## config.mk

```make
export PLATFORM = sky130hd
export DESIGN_NAME = seq_priority_encoder_flat
export DESIGN_NICKNAME = d
export VERILOG_FILES = /design/src/rtl/seq_priority_encoder_if.sv /design/src/rtl/seq_priority_encoder.sv /design/src/flat_wrapper.sv
export SDC_FILE = /design/constraint.sdc
export NUM_CORES = 1
export LEC_CHECK = 0
export CORE_MARGIN = 3
export CORE_UTILIZATION = 58
export CTS_CLUSTER_DIAMETER = 80
export CTS_CLUSTER_SIZE = 10
export DETAILED_ROUTE_END_ITERATION = 16
export DONT_BUFFER_PORTS = 1
export GPL_TIMING_DRIVEN = 0
export MAX_ROUTING_LAYER = met4
export PLACE_DENSITY = 0.74
export SYNTH_ARGS = -nofsm -noshare
export SYNTH_HDL_FRONTEND = slang
export SYNTH_SLANG_ARGS = --single-unit
```

## constraint.sdc

```tcl
create_clock -name clk -period 3.51 [get_ports clk]
set_clock_uncertainty 0.1 [all_clocks]
set_input_delay 0.1755 -clock clk [delete_from_list [all_inputs] [get_ports clk]]
set_output_delay 0.1755 -clock clk [all_outputs]
set_load 0.02 [all_outputs]
```

## src/rtl/seq_priority_encoder_if.sv

```systemverilog
// Handshake bundle for seq_priority_encoder: load side (ena/data_in) and
// indexed output stream (data_out/out_valid/out_ready) plus status pulses.
interface seq_priority_encoder_if #(
  parameter int unsigned WIDTH = 8,
  parameter int unsigned IDX_W = 3
);
  logic             ena;
  logic [WIDTH-1:0] data_in;
  logic             out_ready;
  logic [IDX_W-1:0] data_out;
  logic             out_valid;
  logic             out_last;
  logic             busy;
  logic             done;
  logic             zero_flag;

  modport master (
    output ena, data_in, out_ready,
    input  data_out, out_valid, out_last, busy, done, zero_flag
  );

  modport slave (
    input  ena, data_in, out_ready,
    output data_out, out_valid, out_last, busy, done, zero_flag
  );
endinterface

```

## src/rtl/seq_priority_encoder.sv

```systemverilog
// Sequential priority encoder: loads a multi-hot vector and streams the index
// of each set bit, lowest first, one per valid/ready handshake.
module seq_priority_encoder #(
  parameter int unsigned WIDTH = 8,
  parameter int unsigned IDX_W = 3
) (
  input  logic                 clk,
  input  logic                 rst_n,
  seq_priority_encoder_if.slave bus
);

  typedef enum logic {IDLE, EMIT} state_e;

  state_e           state_q,     state_d;
  logic [WIDTH-1:0] pending_q,   pending_d;
  logic [IDX_W-1:0] data_out_q,  data_out_d;
  logic             out_valid_q, out_valid_d;
  logic             out_last_q,  out_last_d;
  logic             busy_q,      busy_d;
  logic             done_q,      done_d;
  logic             zero_flag_q, zero_flag_d;

  logic [WIDTH-1:0] load_rest;
  logic [WIDTH-1:0] pending_rest;
  logic             handshake;

  function automatic logic [IDX_W-1:0] lowest_idx(input logic [WIDTH-1:0] v);
    lowest_idx = '0;
    for (int unsigned i = WIDTH; i > 0; i--) begin
      if (v[i-1]) lowest_idx = IDX_W'(i - 1);
    end
  endfunction

  // pending holds every bit not yet handed off, including the one on data_out;
  // v & (v-1) drops the lowest set bit, so *_rest is what remains after it.
  assign load_rest    = bus.data_in & (bus.data_in - WIDTH'(1));
  assign pending_rest = pending_q & (pending_q - WIDTH'(1));
  assign handshake    = out_valid_q & bus.out_ready;

  always_comb begin
    state_d     = state_q;
    pending_d   = pending_q;
    data_out_d  = data_out_q;
    out_valid_d = out_valid_q;
    out_last_d  = out_last_q;
    busy_d      = busy_q;
    done_d      = 1'b0;
    zero_flag_d = 1'b0;

    unique case (state_q)
      IDLE: begin
        if (bus.ena) begin
          if (bus.data_in != '0) begin
            state_d     = EMIT;
            pending_d   = bus.data_in;
            data_out_d  = lowest_idx(bus.data_in);
            out_valid_d = 1'b1;
            out_last_d  = (load_rest == '0);
            busy_d      = 1'b1;
          end else begin
            zero_flag_d = 1'b1;
          end
        end
      end
      EMIT: begin
        if (handshake) begin
          if (pending_rest != '0) begin
            pending_d  = pending_rest;
            data_out_d = lowest_idx(pending_rest);
            out_last_d = ((pending_rest & (pending_rest - WIDTH'(1))) == '0);
          end else begin
            state_d     = IDLE;
            pending_d   = '0;
            out_valid_d = 1'b0;
            out_last_d  = 1'b0;
            busy_d      = 1'b0;
            done_d      = 1'b1;
          end
        end
      end
      default: state_d = IDLE;
    endcase
  end

  always_ff @(posedge clk or negedge rst_n) begin
    if (!rst_n) begin
      state_q     <= IDLE;
      pending_q   <= '0;
      data_out_q  <= '0;
      out_valid_q <= 1'b0;
      out_last_q  <= 1'b0;
      busy_q      <= 1'b0;
      done_q      <= 1'b0;
      zero_flag_q <= 1'b0;
    end else begin
      state_q     <= state_d;
      pending_q   <= pending_d;
      data_out_q  <= data_out_d;
      out_valid_q <= out_valid_d;
      out_last_q  <= out_last_d;
      busy_q      <= busy_d;
      done_q      <= done_d;
      zero_flag_q <= zero_flag_d;
    end
  end

  assign bus.data_out  = data_out_q;
  assign bus.out_valid = out_valid_q;
  assign bus.out_last  = out_last_q;
  assign bus.busy      = busy_q;
  assign bus.done      = done_q;
  assign bus.zero_flag = zero_flag_q;

endmodule

```

## src/flat_wrapper.sv

```systemverilog
// flat-port wrapper written by rule: the top's interface ports become plain ports
module seq_priority_encoder_flat 
#(
  parameter int unsigned WIDTH = 8,
  parameter int unsigned IDX_W = 3
)
  (clk, rst_n, bus_ena, bus_data_in, bus_out_ready, bus_data_out, bus_out_valid, bus_out_last, bus_busy, bus_done, bus_zero_flag);
  seq_priority_encoder_if #(.WIDTH(WIDTH), .IDX_W(IDX_W)) bus_i ();
  input  logic clk;
  input  logic rst_n;
  input wire logic [$bits(bus_i.ena)-1:0] bus_ena;
  input wire logic [$bits(bus_i.data_in)-1:0] bus_data_in;
  input wire logic [$bits(bus_i.out_ready)-1:0] bus_out_ready;
  output wire logic [$bits(bus_i.data_out)-1:0] bus_data_out;
  output wire logic [$bits(bus_i.out_valid)-1:0] bus_out_valid;
  output wire logic [$bits(bus_i.out_last)-1:0] bus_out_last;
  output wire logic [$bits(bus_i.busy)-1:0] bus_busy;
  output wire logic [$bits(bus_i.done)-1:0] bus_done;
  output wire logic [$bits(bus_i.zero_flag)-1:0] bus_zero_flag;
  assign bus_i.ena = bus_ena;
  assign bus_i.data_in = bus_data_in;
  assign bus_i.out_ready = bus_out_ready;
  assign bus_data_out = bus_i.data_out;
  assign bus_out_valid = bus_i.out_valid;
  assign bus_out_last = bus_i.out_last;
  assign bus_busy = bus_i.busy;
  assign bus_done = bus_i.done;
  assign bus_zero_flag = bus_i.zero_flag;
  seq_priority_encoder #(.WIDTH(WIDTH), .IDX_W(IDX_W)) u_core (.clk(clk), .rst_n(rst_n), .bus(bus_i));
endmodule
```

==> impl_metrics.toml <==
[yosys]
synth_seq_cells = 16
ys_types = 46
synthAdderAreaFrac_pct = 1.61
synthesis.instances = 153
syn_area_mm2 = 0.00124
synth_fp_nets = 165
synth_simple_gate_area_share_pct = 21.1
yosysSeqAreaShare_pct = 32.3
synth_compound_area_share_pct = 35.9
synthXorXnorAreaFrac_pct = 0.706
synth.area.mux_share_pct = 0.806
yosys_warnings = 0
synth_area_per_cell_um2 = 8.11
synth_top_family_by_area = "compound AO/OA/AOI/OAI gates"

[layout]
multi_input_area_um2 = 746
area_growth_pct = 14.5
final_nets = 181
regArea_um2 = 400
insertedDiodeCount = 0
final_layout_size_suffix_gt1_share_pct = 10.1
utilization_pct = 71.0
nFillCells = 168

[worst_setup_path]
critical_path_class = "flip-flop to flip-flop"
slowest_delay_ns = 0.51
critPathSlowestCell = "or4_4"
startpoint_type = "flip-flop"
cp-end-kind = "flip-flop"
crit_buf_inv = 2
cp_max_fo = 10
cp.depth = 7
cp_cell_sequence = "buf_6 > or4_4 > buf_6 > a2111oi_4 > o21ai_2 > a21boi_1 > a221oi_2"
crit_path_frequent_cell = "buf_6"
cp.required_ns = 3.63
rr_worst_depth = 7
arrival_ns = 2.42
critPathTopFamily = "compound AO/OA/AOI/OAI gates"

[power]
vdd_drop_max_mv = 0.630
p_leak_nw = 0.557
total_power_mw = 1.36
p_per_area_mw_per_mm2 = 956

[floorplanning]
core_area_mm2 = 0.00200
io_pins = 20
die_x_um = 52.3
die_h_um = 52.3
initial_utilization_pct = 62.0
die_area_mm2 = 0.00273
rows = 16

[sta]
worst_pin_slew_ns = 0.757
worst_slack_ns = 1.21
min_period_ns = 2.30
max_freq_mhz = 435
max-slew-margin-rel_pct = 49.3
slew_viol_final = 0
finalHoldViolCount = 0
fin_crit_sh_pct = 65.4
setup_viol = 0
fin_setup_tns_ns = 0
rsz0062_at_grt = "false"

[route]
drt_wl_total_mm = 3.31
wl_per_cell_um = 16.9
ant_nets = 0
dr_total_vias = 1282
via_per_inst = 6.57
wl_met1_mm = 1.37
first_pass_iters = 4
top_layer = "met4"
drtIter0Drc = 61
drc = 0
met3_length_um = 264
wl_met2_mm = 1.60

[grt]
gr-total-overflow = 0
grt_max_degree = 17
grt_pass1_wl_mm = 5.31
grt_pass1_vias = 1161
antenna_found_initial = 0
grt_usage_pct = 26.8

[clock_network]
cts_tree = "done"
clockBufferDepth = 2
clock_sinks = 16
cts_root_buf = "clkbuf_4"
postCtsSetupRepairBufs = 0
cts_hold_buf = 11
cts_repair_resize_count = 0
clk_latency_ns = 0.30
clkSlewWorstSetupHoldPaths_ns = 0.10
cts_buffers = 3
htreeDepth = 1

[place]
hpwl_mm = 2.20
io_buffers = 0
gp_congestion = 0.924
dp_slack_ns = 1.24

[job]
cap_violations = 0

[min_path]
min_path_cells = 3
hold_path.class = "input port to flip-flop"

[run_status]
status = "finished, final reports clean"
[cells by family (layout without fill, tap and decap cells)]
kind of cell / count (synthesis) / after routing
AO/OA/AOI/OAI: 62 / 62
buffers and inverters: 20 / 35
XOR/XNOR: 1 / 1
multiplexers: 1 / 1
adder cells (fa/ha/maj): 2 / 2
AND/OR/NAND/NOR: 51 / 51
flip-flops: 16 / 16
[worst min-delay path, stage by stage]
cell and delay, ns:
a211oi_1 0.04, nor3_1 0.18, a221oi_2 0.05
[registers in the layout, indices dropped and copies added (netlist names)]
| name | count |
|---|---|
| u_core.bus.zero_flag | 1 |
| u_core.state_q | 1 |
| u_core.bus.done | 1 |
| u_core.bus.out_valid | 1 |
| u_core.bus.out_last | 1 |
| u_core.bus.data_out | 3 |
| u_core.pending_q | 8 |
[routing by layer]
metal  global-route usage (%)  vias up
met2                     43.7       54
met4                     9.79        0
li1                         -      602
met3                     4.27        9
met1                     33.5      617
met5                        -        -
[final cells by class]
cell class	instances	share of cell area [%]
tap	27	2.38
multi-input combinational	117	52.5
buffer	13	4.84
timing repair buffer	11	7.75
sequential	16	28.2
clock buffer	4	2.55
inverter	7	1.85
[report_power, final]
group	switching (mW)	leakage, nW	total [mW]	internal (mW)
Sequential	0.103	0.198	0.367	0.264
Clock	0.0660	0.0210	0.129	0.0634
Combinational	0.510	0.338	0.863	0.352
[cells in the final DEF (no fill, tap or decap), types with 3 or more instances in the layout]
cell type and count:
a211oi_1 4, nor3_1 6, or3_1 3, nand2_1 14
dlygate4sd3_1 11, a22o_1 6, clkbuf_4 3, clkbuf_1 9
nor2_1 11, inv_1 7, dfrtp_1 16, nand3_1 3
o21ai_0 18, a21oi_1 12
[cell usage after synthesis (all sizes together)]
cell / instances / share of area [%]
inv: 7 / 2.1
clkbuf: 9 / 2.7
o21a: 1 / 0.61
dfrtp: 16 / 32
maj3: 2 / 1.6
o31ai: 2 / 1.2
o2bb2ai: 1 / 0.71
a22o: 6 / 4.2
nor3: 6 / 2.4
nand3: 3 / 1.2
nor2b: 2 / 1.0
a31oi: 2 / 1.0
nor4bb: 2 / 1.6
and2: 2 / 1.0
o211ai: 1 / 0.61
a221oi: 3 / 2.6
mux2i: 1 / 0.81
or4: 3 / 2.1
a2111oi: 2 / 2.9
a211oi: 4 / 2.4
or3: 3 / 1.5
xnor2: 1 / 0.71
buf: 4 / 2.8
nand2: 14 / 4.2
o32a: 1 / 0.81
nor3b: 1 / 0.61
o22ai: 1 / 0.50
nor4: 1 / 0.50
o21ai: 19 / 8.0
o32ai: 2 / 2.0
a21o: 1 / 0.71
and3: 1 / 0.50
o41ai: 1 / 0.71
a31o: 1 / 0.71
a21oi: 12 / 4.8
or2: 2 / 1.0
a211o: 1 / 0.71
nor2: 11 / 3.3
a21boi: 1 / 0.61
[metrics by stage]
stage	area [um^2]	instances	hold WS [ns]
6_report	1420	195	0.0721
5_1_grt	1420	195	0.0999
4_1_cts	1420	195	0.0730
3_5_place_dp	1270	180	-0.220
3_3_place_gp	1270	180	-0.220
2_1_floorplan	1240	153	-0.220
[path summary, 6_finish.rpt]
path / start / end / slack, ns
worst max register to register: u_core.pending_q[3] / u_core.bus.data_out[0] / 1.21
worst min-delay path: bus_data_in[0] / u_core.bus.data_out[0] / 0.07
min in group asynchronous: rst_n / u_core.pending_q[3] / 0.27
worst min register to register: u_core.bus.data_out[2] / u_core.bus.data_out[2] / 0.54
max in group asynchronous: rst_n / u_core.pending_q[4] / 2.56
worst max-delay path: u_core.pending_q[3] / u_core.bus.data_out[0] / 1.21
Note: power is estimated with default switching activity, not from simulation.
